## config.mk

```make
export PLATFORM = sky130hd
export DESIGN_NAME = branch_resolve
export DESIGN_NICKNAME = d
export VERILOG_FILES = /design/src/rtl/branch_resolve.sv
export SDC_FILE = /design/constraint.sdc
export NUM_CORES = 1
export LEC_CHECK = 0
export BUFFER_PORTS_ARGS = -buffer_cell sky130_fd_sc_hd__buf_2
export CAP_MARGIN = 20
export CORE_MARGIN = 2
export CORE_UTILIZATION = 30
export DETAILED_ROUTE_END_ITERATION = 6
export PLACE_DENSITY_LB_ADDON = 0.05
export SLEW_MARGIN = 20
export SYNTH_ARGS = -nofsm -noshare
export SYNTH_HDL_FRONTEND = slang
export SYNTH_SLANG_ARGS = --single-unit
```

## constraint.sdc

```tcl
create_clock -name clk -period 5.6 [get_ports clk]
set_clock_uncertainty 0.05 [all_clocks]
set_input_delay 0.56 -clock clk [delete_from_list [all_inputs] [get_ports clk]]
set_output_delay 0.56 -clock clk [all_outputs]
set_load 0.01 [all_outputs]
```

## src/rtl/branch_resolve.sv

```systemverilog
// Conditional-branch resolution: target compute, registered redirect,
// timed front-end flush window and saturating branch/taken counters.
module branch_resolve #(
    parameter int FLUSH_CYCLES = 2,
    parameter int CNT_W        = 16
) (
    input  logic             clk,
    input  logic             reset,
    input  logic             br_valid,
    input  logic [31:0]      br_pc,
    input  logic [15:0]      br_imm,
    input  logic             s,
    input  logic             stall,
    input  logic             cnt_clr,
    output logic             redirect,
    output logic [31:0]      redirect_pc,
    output logic             flush_if,
    output logic             flush_id,
    output logic             busy,
    output logic [CNT_W-1:0] br_count,
    output logic [CNT_W-1:0] taken_count
);

    typedef enum logic {
        IDLE,
        FLUSH
    } state_t;

    localparam logic [2:0]       FC   = 3'(FLUSH_CYCLES);
    localparam logic [CNT_W-1:0] CMAX = '1;

    state_t      state, state_n;
    logic [2:0]  left, left_n;
    logic        accept;
    logic        take;
    logic [31:0] target;

    assign accept = br_valid & ~stall & (state == IDLE);
    assign take   = accept & s;
    // imm is a word offset; target is relative to the next sequential pc
    assign target = br_pc + 32'd4 + {{14{br_imm[15]}}, br_imm, 2'b00};

    always_comb begin
        state_n = state;
        left_n  = left;
        unique case (state)
            IDLE: begin
                if (take) begin
                    state_n = FLUSH;
                    left_n  = FC;
                end
            end
            FLUSH: begin
                left_n = left - 3'd1;
                if (left == 3'd1) begin
                    state_n = IDLE;
                end
            end
        endcase
    end

    always_ff @(posedge clk or negedge reset) begin
        if (!reset) begin
            state       <= IDLE;
            left        <= 3'd0;
            redirect    <= 1'b0;
            redirect_pc <= 32'd0;
            flush_if    <= 1'b0;
            flush_id    <= 1'b0;
            busy        <= 1'b0;
        end else begin
            state    <= state_n;
            left     <= left_n;
            redirect <= take;
            flush_if <= (state_n == FLUSH);
            flush_id <= (state_n == FLUSH);
            busy     <= (state_n == FLUSH);
            if (take) begin
                redirect_pc <= target;
            end
        end
    end

    // clear wins over a same-cycle increment
    always_ff @(posedge clk or negedge reset) begin
        if (!reset) begin
            br_count    <= '0;
            taken_count <= '0;
        end else if (cnt_clr) begin
            br_count    <= '0;
            taken_count <= '0;
        end else begin
            if (accept && br_count != CMAX) begin
                br_count <= br_count + 1'b1;
            end
            if (take && taken_count != CMAX) begin
                taken_count <= taken_count + 1'b1;
            end
        end
    end

endmodule
```

======== Yosys cells after proc, flatten, opt, wreduce, memory -nomap -nowiden ========
Cells that the tools add are included.
word-level totals
  flip-flop bits (word level) ............. 69
  bits in latches ......................... 0
  RAM bits ................................ 0
  memory bits (read-only) ................. 0
  bits of input ports ..................... 54
  output and inout port bits .............. 68
  logic and storage cells ................. 33
  memories kept ........................... 0
cells by class
  add/subtract/negate cells ............... 5
  multipliers ............................. 0
  divide/modulo/power cells ............... 0
  $lt $le $gt $ge ......................... 0
  equality and inequality tests ........... 4
  shift operators ......................... 0
  multiplexer cells ....................... 9
  bitwise logic cells ..................... 5
  reduce and logical (&&, ||, !) cells .... 4
operators by type and width
  kind                                                 count
  2-to-1 mux 16 bit                                    4
  adder 16 x 1 -> 16 bit, second input constant        2
  adder 32 x 3 -> 32 bit, second input constant        1
  adder 32 bit                                         1
  != test 16 bit, second input constant                2
  case mux 3 bit (2 select lines)                      1
  nonzero test 2 bit                                   2
  bitwise AND 1 bit                                    3
  equality test 3 x 1 -> 1 bit, second input constant  1
  2-to-1 mux 3 bit                                     1
  subtractor 3 x 1 -> 3 bit, second input constant     1
  logical AND 1 bit                                    2
  2-to-1 mux 1 bit                                     2
  != test 2 bit, second input constant                 1
  inverter 1 bit                                       2
  case mux 1 bit (2 select lines)                      1

======== Longest topological paths before layout ========
Gate-level depths: netlist of run 1.
  depth in word-level cells ............... 7
  mapped depth ............................ 12
  mapped depth without buffers ............ 12

======== Worst setup path before layout of run 1 ========
OpenSTA, ideal clock, no wires.
  path kind ............................... input-to-reg
  from .................................... input br_pc[3]
  to ...................................... register redirect_pc[23]
  library setup time ...................... 130 ps
  data arrival time ....................... 2568 ps
  required time ........................... 5420 ps
  path slack .............................. 2852 ps
  cell stages on the path ................. 10
  buffers on the path ..................... 0
  cells stage by stage .................... ha_1 ha_1 fa_1 a21oi_1 o211ai_2 a31oi_1 o31ai_2 a31oi_1 xor2_1 o21ai_1
on the way
  word-level cells in the longest chain between the ends .. 2
RTL lines
  what                    RTL line  source
  start: declaration      10        input logic [31:0] br_pc,
  adder 32 x 3 -> 32 bit  41        assign target = br_pc + 32'd4 + {{14{br_imm[15]}}, br_imm, 2'b00};
  adder 32 bit            41
  end signal: assignment  79        redirect_pc <= target;
  end: declaration        16        output logic [31:0] redirect_pc,
Every way passes these cells.
A chain may end at the register's enable or synchronous reset.

======== Final worst setup path of run 1 ========
  from .................................... register state
  to ...................................... register redirect_pc[25]
on the way
  word-level cells in the longest chain between the ends .. 3
RTL lines
  what                      RTL line  source
  start: declaration        32        state_t state, state_n;
  start signal: assignment  72        state <= state_n;
  inverter 1 bit            38        assign accept = br_valid & ~stall & (state == IDLE);
  bitwise AND 1 bit         38
  bitwise AND 1 bit         39        assign take = accept & s;
Every way passes these cells.

==> insert_results.sql, run 1 <==
INSERT INTO impl_metrics (metric_group, metric, value, unit) VALUES
('status', 'result_of_the_run', 'complete, no violations', ''),
('drt', 'wl_per_cell', '14.7', 'um'),
('clocking', 'cts_hold_repair.buffers', '0', ''),
('synthesis', 'syn_area_per_cell', '8.85', 'sq um'),
('clocking', 'clk_root_buffer_cell', 'sky130_fd_sc_hd__clkbuf_16', ''),
('drt', 'post_route_m1_wl', '6360', 'um'),
('pwr', 'power_leakage', '3.04', 'nW'),
('synthesis', 'synth_warnings', '0', ''),
('drt', 'via_count', '4366', ''),
('drt', 'wl_met2', '5960', 'um'),
('synthesis', 'area_share_of_and_or_nand_nor_cells_after_synthesis', '18.3', '%'),
('layout', 'final_layout_size_suffix_gt1_share', '23.0', '%'),
('placement', 'dp_cells', '874', ''),
('timing', 'setup_repair_after_global_routing_missed_its_margin', 'no', ''),
('floorplanning', 'total_die_area', '17500', 'sq um'),
('grt', 'grt-ovfl-total', '0', ''),
('setup_path', 'critical_path.endpoint_type', 'register', ''),
('synthesis', 'postSynthCellCount', '558', ''),
('clocking', 'cts.sinks', '69', ''),
('pwr', 'max-vdd-ir-drop', '0.186', 'mV'),
('clocking', 'clockBufferDepth', '2', ''),
('drt', 'met3_length', '506', 'um'),
('grt', 'first_pass_grt_wire_length', '22000', 'um'),
('setup_path', 'crit_path_max_fanout', '38', ''),
('floorplanning', 'core-area', '16000', 'sq um'),
('timing', 'timing.final.setup_violations', '0', ''),
('synthesis', 'postSynth.topFlopCell', 'sky130_fd_sc_hd__dfrtp_1', ''),
('synthesis', 'ys_seq_elements', '69', ''),
('setup_path', 'worstSetupStartpointType', 'register', ''),
('floorplanning', 'placementRows', '46', ''),
('drt', 'initial_drt_markers', '186', ''),
('timing', 'setup_tns', '0', 'ns'),
('placement', 'dp_hpwl', '9830', 'um'),
('clocking', 'htreeDepth', '3', ''),
('synthesis', 'synth-compound-area-share', '16.9', '%'),
('timing', 'timing_worst_slew_pin_value', '0.952', 'ns'),
('drt', 'wirelength', '13100', 'um'),
('synthesis', 'synth.net_count', '674', ''),
('drt', 'maxUsedRoutingLayer', 'met4', ''),
('floorplanning', 'design.portCount', '122', ''),
('job', 'drv_cap', '0', ''),
('grt', 'number_of_antenna_violations_at_the_first_check_in_global_routing', '0', ''),
('layout', 'fin_util', '37.8', '%'),
('clocking', 'cts_tree', 'yes', ''),
('placement', 'pre_cts_slack', '2.41', 'ns'),
('timing', 'final.period_utilization', '52.2', '%'),
('timing', 'report.final.slew_viol_count', '0', ''),
('layout', 'multiInputGateArea', '3040', 'sq um'),
('clocking', 'cts_resized', '0', ''),
('timing', 'fmax', '342', 'MHz'),
('timing', 'post-route-min-period', '2.92', 'ns'),
('placement', 'place.gp.congestion', '0.815', ''),
('drt', 'dr.pass1.iters', '4', ''),
('layout', 'ff_latch_area', '1730', 'sq um'),
('synthesis', 'number_of_enable_flip_flop_cells_after_synthesis', '0', ''),
('clocking', 'post_cts_buffers', '0', ''),
('timing', 'fin_worst_hold_slack', '0.365', 'ns'),
('drt', 'antenna_violating_nets_post_route', '0', ''),
('synthesis', 'yosys.area_share.xor_xnor', '9.57', '%'),
('drt', 'number_of_drc_violations_after_detailed_routing', '0', ''),
('layout', 'insertedDiodeCount', '0', ''),
('synthesis', 'ys_seq_area_share', '34.9', '%'),
('grt', 'first_global_vias', '4349', ''),
('worst_hold_path', 'hold_class', 'input port to register', ''),
('synthesis', 'synth_adder_area_share', '15.9', '%'),
('pwr', 'power_density', '332', 'nW/um^2'),
('floorplanning', 'die-width', '132', 'um'),
('clocking', 'worst_setup_hold_path_clk_slew', '0.06', 'ns'),
('layout', 'fillers', '1697', ''),
('timing', 'post-route-worst-setup-slack', '2.68', 'ns'),
('grt', 'grt_start_max_net_pins', '70', '');
-- critical path, cell delays in order, from the launching register on --
cell                      delay, ns
sky130_fd_sc_hd__dfrtp_1       0.49
sky130_fd_sc_hd__nor3b_2       0.41
sky130_fd_sc_hd__nand2_2       0.36
sky130_fd_sc_hd__buf_4         0.38
sky130_fd_sc_hd__inv_1         0.54
sky130_fd_sc_hd__nand3_1       0.14
sky130_fd_sc_hd__a311o_2       0.38
sky130_fd_sc_hd__nand3_1       0.09
-- synth_stat cells (all sizes together), types with 3 or more instances --
master / count / area share [%]
clkbuf: 18 / 1.4
or3: 4 / 0.51
xor2: 36 / 6.4
o211ai: 5 / 0.86
nand2b: 3 / 0.38
o21ai: 42 / 4.3
ha: 61 / 15
a21o: 11 / 1.7
dfrtp: 69 / 35
nor3: 8 / 0.81
o21a: 3 / 0.46
and4: 3 / 0.53
nand2: 77 / 6.0
o21bai: 8 / 1.2
nand3: 20 / 2.0
a31oi: 7 / 0.89
and3: 9 / 1.1
buf: 5 / 0.61
inv: 19 / 1.4
nor4: 3 / 0.38
nor2: 49 / 3.8
xnor2: 18 / 3.2
nand4: 14 / 1.8
a21oi: 34 / 3.4
-- state kept, by name, summed over array words and instances (netlist names) --
name,count
left,3
br_count,16
redirect_pc,32
state,1
redirect,1
taken_count,16
-- layout by cell type, fill, tap and decap left out, types with 3 or more instances in the layout --
cell type                     n
sky130_fd_sc_hd__o21a_1       3
sky130_fd_sc_hd__nand2_2      3
sky130_fd_sc_hd__xnor2_1     18
sky130_fd_sc_hd__and4_1       3
sky130_fd_sc_hd__nor3_1       8
sky130_fd_sc_hd__and3_1       9
sky130_fd_sc_hd__a21o_1      11
sky130_fd_sc_hd__ha_1        61
sky130_fd_sc_hd__o21ai_1      5
sky130_fd_sc_hd__clkbuf_8     3
sky130_fd_sc_hd__o21ai_0     36
sky130_fd_sc_hd__buf_2      121
sky130_fd_sc_hd__o21bai_1     8
sky130_fd_sc_hd__a31oi_1      7
sky130_fd_sc_hd__nand4_1     14
sky130_fd_sc_hd__o211ai_1     4
sky130_fd_sc_hd__a21oi_1     34
sky130_fd_sc_hd__nand2_1     74
sky130_fd_sc_hd__nand3_1     20
sky130_fd_sc_hd__or3_1        4
sky130_fd_sc_hd__clkbuf_16    9
sky130_fd_sc_hd__nand2b_1     3
sky130_fd_sc_hd__dfrtp_1     69
sky130_fd_sc_hd__nor2_1      48
sky130_fd_sc_hd__nor4_1       3
sky130_fd_sc_hd__inv_1       19
sky130_fd_sc_hd__xor2_1      36
-- kinds of logic (layout without fill, tap and decap cells) --
| logic type | Yosys count | count (layout) |
|---|---|---|
| AOI/OAI and AO/OA | 130 | 130 |
| buffers and inverters | 42 | 158 |
| and+or+nand+nor | 197 | 197 |
| muxes | 4 | 4 |
| xor gates and xnor gates | 54 | 54 |
| adders and majority gates | 62 | 62 |
| DFF | 69 | 69 |
-- metrics by stage --
stage | power [mW] | area, sq um
after floorplan | 1.14 | 4940
after global placement | 1.41 | 5730
after detailed placement | 1.42 | 5730
after CTS | 2.05 | 6050
after global routing | 2.17 | 6050
final | 2.01 | 6050
-- metal layers --
layer	up-vias	global-route usage, %
li1	2211	-
met1	2018	21.0
met2	120	24.8
met3	17	2.08
met4	0	6.27
met5	-	0
-- final timing paths --
check	start	end	slack, ns	cells past startpoint
hold / removal	br_pc[1]	redirect_pc[1]	0.36	3
setup / recovery	state	redirect_pc[25]	2.68	7
setup reg to reg	state	redirect_pc[25]	2.68	7
hold reg to reg	redirect_pc[13]	redirect_pc[13]	0.41	2
max in group asynchronous	reset	redirect_pc[31]	4.49	2
min in group asynchronous	reset	br_count[8]	0.39	2
-- area by class of cell --
| class | instances | share of cell area, % |
|---|---|---|
| clock inverter | 3 | 0.704 |
| tap | 216 | 4.47 |
| clock buffer | 13 | 4.47 |
| multi-input combinational | 447 | 50.4 |
| timing repair buffer | 123 | 10.3 |
| inverter | 19 | 1.18 |
| sequential | 69 | 28.6 |
-- power breakdown --
part	internal [mW]	switching, mW	total [mW]
logic	0.281	0.400	0.680
registers	0.632	0.0835	0.716
clock network	0.381	0.231	0.612
(Power assumes the default switching activity.)
==> run 2: changes to the inputs <==
- clock period: 5.6 -> 2.8 ns (I/O delays scaled with it)
==> run 2 against run 1 <==
Clock power up 91%. Non-clock buffer count rose by 26. Core utilization up 1.2 points. Wire length up 0.92%. Largest power group unchanged. Critical path depth rose by 4. Combinational power rose by 110%. Global-route usage grew 0.18 points.
==> insert_results.sql, run 2 (synthesis results as in run 1) <==
INSERT INTO impl_metrics (metric_group, metric, value, unit) VALUES
('layout', 'final_layout_size_suffix_gt1_share', '25.6', '%'),
('layout', 'num-nets-final', '811', ''),
('drt', 'antenna_violating_nets_post_route', '0', ''),
('timing', 'report.final.slew_viol_count', '0', ''),
('grt', 'first_global_vias', '4382', ''),
('placement', 'pre_cts_slack', '-0.112', 'ns'),
('drt', 'vias_per_cell', '4.79', ''),
('grt', 'grt_start_max_net_pins', '55', ''),
('setup_path', 'timing.critical_path.arrival', '2.69', 'ns'),
('floorplanning', 'placementRows', '46', ''),
('setup_path', 'timing.setup.critical_path_class', 'input port to register', ''),
('placement', 'placement.cell_area', '5930', 'sq um'),
('timing', 'setup_tns', '0', 'ns'),
('drt', 'wirelength', '13200', 'um'),
('placement', 'dp_cells', '899', ''),
('drt', 'wl_per_cell', '14.4', 'um'),
('setup_path', 'cpMaxStageDelayCell', 'sky130_fd_sc_hd__fa_1', ''),
('timing', 'post-route-worst-setup-slack', '0.274', 'ns'),
('layout', 'layout_common_cells', 'sky130_fd_sc_hd__buf_2, sky130_fd_sc_hd__nand2_1, sky130_fd_sc_hd__dfrtp_1', ''),
('floorplanning', 'die-width', '132', 'um'),
('grt', 'number_of_antenna_violations_at_the_first_check_in_global_routing', '0', ''),
('timing', 'setup_repair_after_global_routing_missed_its_margin', 'no', ''),
('drt', 'maxUsedRoutingLayer', 'met4', ''),
('clocking', 'htreeDepth', '3', ''),
('worst_hold_path', 'holdCritStartpoint', 'br_pc[0]', ''),
('clocking', 'cts_tree', 'yes', ''),
('setup_path', 'crit_path_max_fanout', '4', ''),
('floorplanning', 'design.portCount', '122', ''),
('clocking', 'clk_root_buffer_cell', 'sky130_fd_sc_hd__clkbuf_16', ''),
('drt', 'wl_met2', '6170', 'um'),
('timing', 'timing.final.setup_violations', '0', ''),
('placement', 'dp_hpwl', '10300', 'um'),
('timing', 'timing_worst_slew_pin_value', '0.713', 'ns'),
('layout', 'insertedDiodeCount', '0', ''),
('setup_path', 'worstPathCellList', 'buf_2, ha_1, ha_1, fa_1, a21oi_1, o211ai_2, a31oi_1, o31ai_2, a31oi_1, xor2_1, o21ai_1', ''),
('setup_path', 'critPathRequiredTime', '2.96', 'ns'),
('floorplanning', 'core-area', '16000', 'sq um'),
('clocking', 'cts.sinks', '69', ''),
('layout', 'finish.instance_area', '6240', 'sq um'),
('timing', 'post-route-min-period', '2.53', 'ns'),
('drt', 'dr.pass1.iters', '4', ''),
('timing', 'relSlewSlack', '52.4', '%'),
('placement', 'place.gp.congestion', '0.795', ''),
('layout', 'reg.largest.list', 'redirect_pc x32, br_count x16, taken_count x16', ''),
('grt', 'grt-ovfl-total', '0', ''),
('setup_path', 'critical_path.endpoint_type', 'register', ''),
('setup_path', 'timing.critical_path.slowest_cell_delay', '0.41', 'ns'),
('pwr', 'power_leakage', '3.16', 'nW'),
('clocking', 'worst_setup_hold_path_clk_slew', '0.06', 'ns'),
('layout', 'layout.cells.most_common', 'sky130_fd_sc_hd__buf_2', ''),
('clocking', 'clkLatencyLatePin', '0.34', 'ns'),
('floorplanning', 'start_util', '30.9', '%'),
('grt', 'gr-usage-all-layers', '15.6', '%'),
('layout', 'largest-register', 'redirect_pc', ''),
('drt', 'post_route_m1_wl', '6390', 'um'),
('clocking', 'cts-buffers-inserted', '9', ''),
('placement', 'port-buffer-count', '121', ''),
('drt', 'number_of_drc_violations_after_detailed_routing', '0', ''),
('grt', 'first_pass_grt_wire_length', '22100', 'um'),
('clocking', 'cts_hold_repair.buffers', '1', ''),
('layout', 'synthToLayoutAreaGrowth', '26.2', '%'),
('drt', 'initial_drt_markers', '120', ''),
('clocking', 'cts_resized', '0', ''),
('floorplanning', 'total_die_area', '17500', 'sq um'),
('layout', 'stdcell_count', '916', ''),
('timing', 'fmax', '396', 'MHz'),
('status', 'result_of_the_run', 'complete, no violations', ''),
('floorplanning', 'die_h', '132', 'um'),
('job', 'drv_cap', '0', ''),
('drt', 'met3_length', '463', 'um'),
('timing', 'final.period_utilization', '90.2', '%'),
('layout', 'fillers', '1714', ''),
('clocking', 'post_cts_buffers', '0', ''),
('setup_path', 'rr_startpoint', 'state', ''),
('setup_path', 'critPathLaunch', 'br_pc[3]', ''),
('pwr', 'max-vdd-ir-drop', '0.298', 'mV'),
('worst_hold_path', 'hold_class', 'input port to register', ''),
('drt', 'via_count', '4388', ''),
('layout', 'largest_reg_flops', '32', ''),
('pwr', 'power_density', '644', 'nW/um^2'),
('timing', 'hold_violations', '0', ''),
('setup_path', 'worstSetupStartpointType', 'input port', ''),
('clocking', 'clockBufferDepth', '2', '');
[run 2: critical path: cells and delay by family]
family,cells,cell delay [ns]
fa+ha+maj,3,0.93
compound gates,6,1.20
xor+xnor,1,0.17
buf+inv,1,0.10
[run 2: report_power, final]
group          switching, mW  internal, mW  total, mW
logic                  0.807         0.610       1.42
registers              0.167          1.26       1.43
clock network          0.456         0.712       1.17
[run 2: metrics by stage]
| stage | utilization (%) | power (mW) | hold WS, ns |
|---|---|---|---|
| 6_report | 39.0 | 4.02 | 0.0782 |
| 3_5_place_dp | 37.1 | 2.90 | 0.336 |
| 5_1_grt | 39.0 | 4.33 | 0.0911 |
| 2_1_floorplan | - | 2.29 | -0.0656 |
| 4_1_cts | 39.0 | 4.11 | 0.0684 |
| 3_3_place_gp | 37.1 | 2.88 | 0.326 |
[run 2: routing by layer]
| layer | vias up | GRT usage, % |
|---|---|---|
| met5 | - | 0 |
| met4 | 0 | 5.56 |
| met3 | 14 | 2.23 |
| met2 | 88 | 25.8 |
| met1 | 2036 | 20.8 |
| li1 | 2250 | - |
[run 2: path summary, 6_finish.rpt]
| kind | end | slack [ns] | cells after the start |
|---|---|---|---|
| max in group asynchronous | redirect_pc[19] | 1.54 | 3 |
| worst max-delay path | redirect_pc[23] | 0.27 | 11 |
| worst max register to register | taken_count[11] | 0.60 | 7 |
| worst min register to register | redirect_pc[8] | 0.42 | 2 |
| worst min-delay path | redirect_pc[0] | 0.08 | 3 |
| min in group asynchronous | br_count[7] | 0.47 | 2 |
[run 2: cell type report]
class	instances	area (sq um)	area share (%)
multi-input cells	447	3040	48.8
clock buffers	12	246	3.95
flip-flops and latches	69	1730	27.7
repair buffers	149	831	13.3
inverters	19	71.3	1.14
clock inverters	4	47.5	0.762
well taps	216	270	4.33
==> run 3: changes to the inputs <==
- MAX_ROUTING_LAYER: unset -> met4
==> run 3 against run 2 <==
Non-clock buffer count unchanged. Setup slack gained 0.00091 ns. Clock power about the same. Design area unchanged. Critical path type unchanged. Largest power group unchanged.
==> insert_results.sql, run 3 (synthesis results as in run 1) <==
INSERT INTO impl_metrics (metric_group, metric, value, unit) VALUES
('worst_hold_path', 'holdCritStartpoint', 'br_pc[0]', ''),
('timing', 'final.period_utilization', '90.2', '%'),
('status', 'result_of_the_run', 'complete, no violations', ''),
('setup_path', 'timing.critical_path.arrival', '2.69', 'ns'),
('grt', 'gr-usage-all-layers', '16.1', '%'),
('layout', 'multiInputGateArea', '3040', 'sq um'),
('setup_path', 'cpMaxStageDelayCell', 'sky130_fd_sc_hd__fa_1', ''),
('grt', 'first_global_vias', '4379', ''),
('placement', 'place.gp.congestion', '0.806', ''),
('layout', 'num-nets-final', '811', ''),
('drt', 'antenna_violating_nets_post_route', '0', ''),
('clocking', 'htreeDepth', '3', ''),
('placement', 'dp_hpwl', '10300', 'um'),
('layout', 'ff_latch_area', '1730', 'sq um'),
('setup_path', 'timing.reg2reg.worst_path_depth', '7', ''),
('floorplanning', 'placementRows', '46', ''),
('layout', 'synthToLayoutAreaGrowth', '26.2', '%'),
('job', 'drv_cap', '0', ''),
('setup_path', 'worstSetupStartpointType', 'input port', ''),
('setup_path', 'worstPathCellList', 'buf_2, ha_1, ha_1, fa_1, a21oi_1, o211ai_2, a31oi_1, o31ai_2, a31oi_1, xor2_1, o21ai_1', ''),
('floorplanning', 'die_h', '132', 'um'),
('timing', 'report.final.slew_viol_count', '0', ''),
('pwr', 'power_density', '644', 'nW/um^2'),
('layout', 'stdcell_count', '916', ''),
('setup_path', 'crit_family', 'compound AO/OA/AOI/OAI gates', ''),
('grt', 'grt-ovfl-total', '0', ''),
('worst_hold_path', 'holdPathEnd', 'redirect_pc[0]', ''),
('setup_path', 'rr_startpoint', 'state', ''),
('setup_path', 'critical_path.n_buffers_inverters', '1', ''),
('timing', 'setup_repair_after_global_routing_missed_its_margin', 'no', ''),
('floorplanning', 'total_die_area', '17500', 'sq um'),
('timing', 'timing.final.setup_violations', '0', ''),
('timing', 'relSlewSlack', '52.4', '%'),
('layout', 'finish.instance_area', '6240', 'sq um'),
('layout', 'final_layout_size_suffix_gt1_share', '25.6', '%'),
('drt', 'wirelength', '13200', 'um'),
('layout', 'layout.cells.most_common', 'sky130_fd_sc_hd__buf_2', ''),
('setup_path', 'critPathRequiredTime', '2.96', 'ns'),
('setup_path', 'worst_r2r_endpoint', 'taken_count[11]', ''),
('placement', 'dp_cells', '899', ''),
('layout', 'insertedDiodeCount', '0', ''),
('clocking', 'cts_tree', 'yes', ''),
('placement', 'placement.cell_area', '5930', 'sq um'),
('drt', 'vias_per_cell', '4.80', ''),
('worst_hold_path', 'min_path_cells', '3', ''),
('clocking', 'worst_setup_hold_path_clk_slew', '0.06', 'ns'),
('floorplanning', 'die-width', '132', 'um'),
('pwr', 'power_leakage', '3.16', 'nW'),
('grt', 'number_of_antenna_violations_at_the_first_check_in_global_routing', '0', ''),
('layout', 'layout_common_cells', 'sky130_fd_sc_hd__buf_2, sky130_fd_sc_hd__nand2_1, sky130_fd_sc_hd__dfrtp_1', ''),
('clocking', 'cts.sinks', '69', ''),
('clocking', 'clk_root_buffer_cell', 'sky130_fd_sc_hd__clkbuf_16', ''),
('setup_path', 'cp_num_cells', '11', ''),
('floorplanning', 'design.portCount', '122', ''),
('timing', 'timing_worst_slew_pin_value', '0.713', 'ns'),
('setup_path', 'timing.critical_path.slowest_cell_delay', '0.41', 'ns'),
('worst_hold_path', 'hold_class', 'input port to register', ''),
('timing', 'fmax', '396', 'MHz'),
('timing', 'hold_violations', '0', ''),
('setup_path', 'reg2reg_slack', '0.59', 'ns'),
('clocking', 'clockBufferDepth', '2', ''),
('floorplanning', 'start_util', '30.9', '%'),
('layout', 'largest-register', 'redirect_pc', ''),
('timing', 'post-route-min-period', '2.53', 'ns'),
('drt', 'wl_per_cell', '14.4', 'um'),
('drt', 'dr.pass1.iters', '4', ''),
('setup_path', 'timing.setup.critical_path_class', 'input port to register', ''),
('layout', 'fillers', '1714', ''),
('grt', 'grt_start_max_net_pins', '55', ''),
('clocking', 'clkLatencyLatePin', '0.34', 'ns'),
('drt', 'initial_drt_markers', '123', ''),
('drt', 'number_of_drc_violations_after_detailed_routing', '0', ''),
('floorplanning', 'core-area', '16000', 'sq um'),
('drt', 'via_count', '4393', ''),
('pwr', 'max-vdd-ir-drop', '0.298', 'mV'),
('clocking', 'cts-buffers-inserted', '9', ''),
('placement', 'port-buffer-count', '121', ''),
('setup_path', 'crit_path_max_fanout', '4', ''),
('layout', 'largest_reg_flops', '32', ''),
('layout', 'reg.largest.list', 'redirect_pc x32, br_count x16, taken_count x16', ''),
('grt', 'first_pass_grt_wire_length', '22100', 'um'),
('setup_path', 'critical_path.endpoint_type', 'register', '');
[run 3: cell counts in the layout (fill, tap and decap cells not counted)]
Identical to the previous run, type by type.
[run 3: what timing repair did]
action / 4_1_cts / 5_1_grt
resized for setup: 0 / 0
hold buffers: 1 / 0
setup buffers: 0 / 0
endpoints found under the hold margin: 26 / 0
endpoints found under the setup margin: 0 / 0
[run 3: layer usage]
layer  vias up  global-route usage, %  wire length (um)
met5         -                      -                 0
met4         0                   5.56               214
met3        14                   2.11               448
met2        90                   25.8              6170
met1      2040                   20.9              6390
li1       2249                      -                 -
[run 3: final cells by class]
class,instances,area share (%)
sequential,69,27.7
clock buffer,12,3.95
multi-input combinational,447,48.8
inverter,19,1.14
tap,216,4.33
clock inverter,4,0.762
timing repair buffer,149,13.3
[run 3: through the flow]
step | hold slack (ns) | setup TNS [ns] | worst slack [ns] | utilization [%] | total power [mW]
2_1_floorplan | -0.0656 | 0 | 0.332 | - | 2.29
4_1_cts | 0.0684 | 0 | 0.247 | 39.0 | 4.11
5_1_grt | 0.0911 | 0 | 0.0492 | 39.0 | 4.33
6_report | 0.0780 | 0 | 0.275 | 39.0 | 4.02
3_3_place_gp | 0.326 | -0.228 | -0.102 | 37.1 | 2.88
3_5_place_dp | 0.336 | -0.367 | -0.112 | 37.1 | 2.90
[run 3: tightest hold or removal path, delay by kind of cell]
family                 cells  cell delay [ns]
buffers and inverters      1             0.08
AND/OR/NAND/NOR            2             0.08
[run 3: worst max path at each step]
| stage | end | startpoint | slack [ns] |
|---|---|---|---|
| 2_1_floorplan | redirect_pc[23] | br_pc[3] | 0.33 |
| 3_3_place_gp | redirect_pc[27] | br_pc[16] | -0.10 |
| 3_5_place_dp | redirect_pc[23] | br_pc[3] | -0.11 |
| 4_1_cts | redirect_pc[23] | br_pc[3] | 0.25 |
| 5_1_grt | redirect_pc[27] | br_pc[3] | 0.05 |
| 6_report | redirect_pc[23] | br_pc[3] | 0.27 |
[run 3: power by group]
part           switching [mW]  internal [mW]
Sequential              0.167           1.26
Clock                   0.456          0.712
Combinational           0.806          0.610
Total                    1.43           2.59
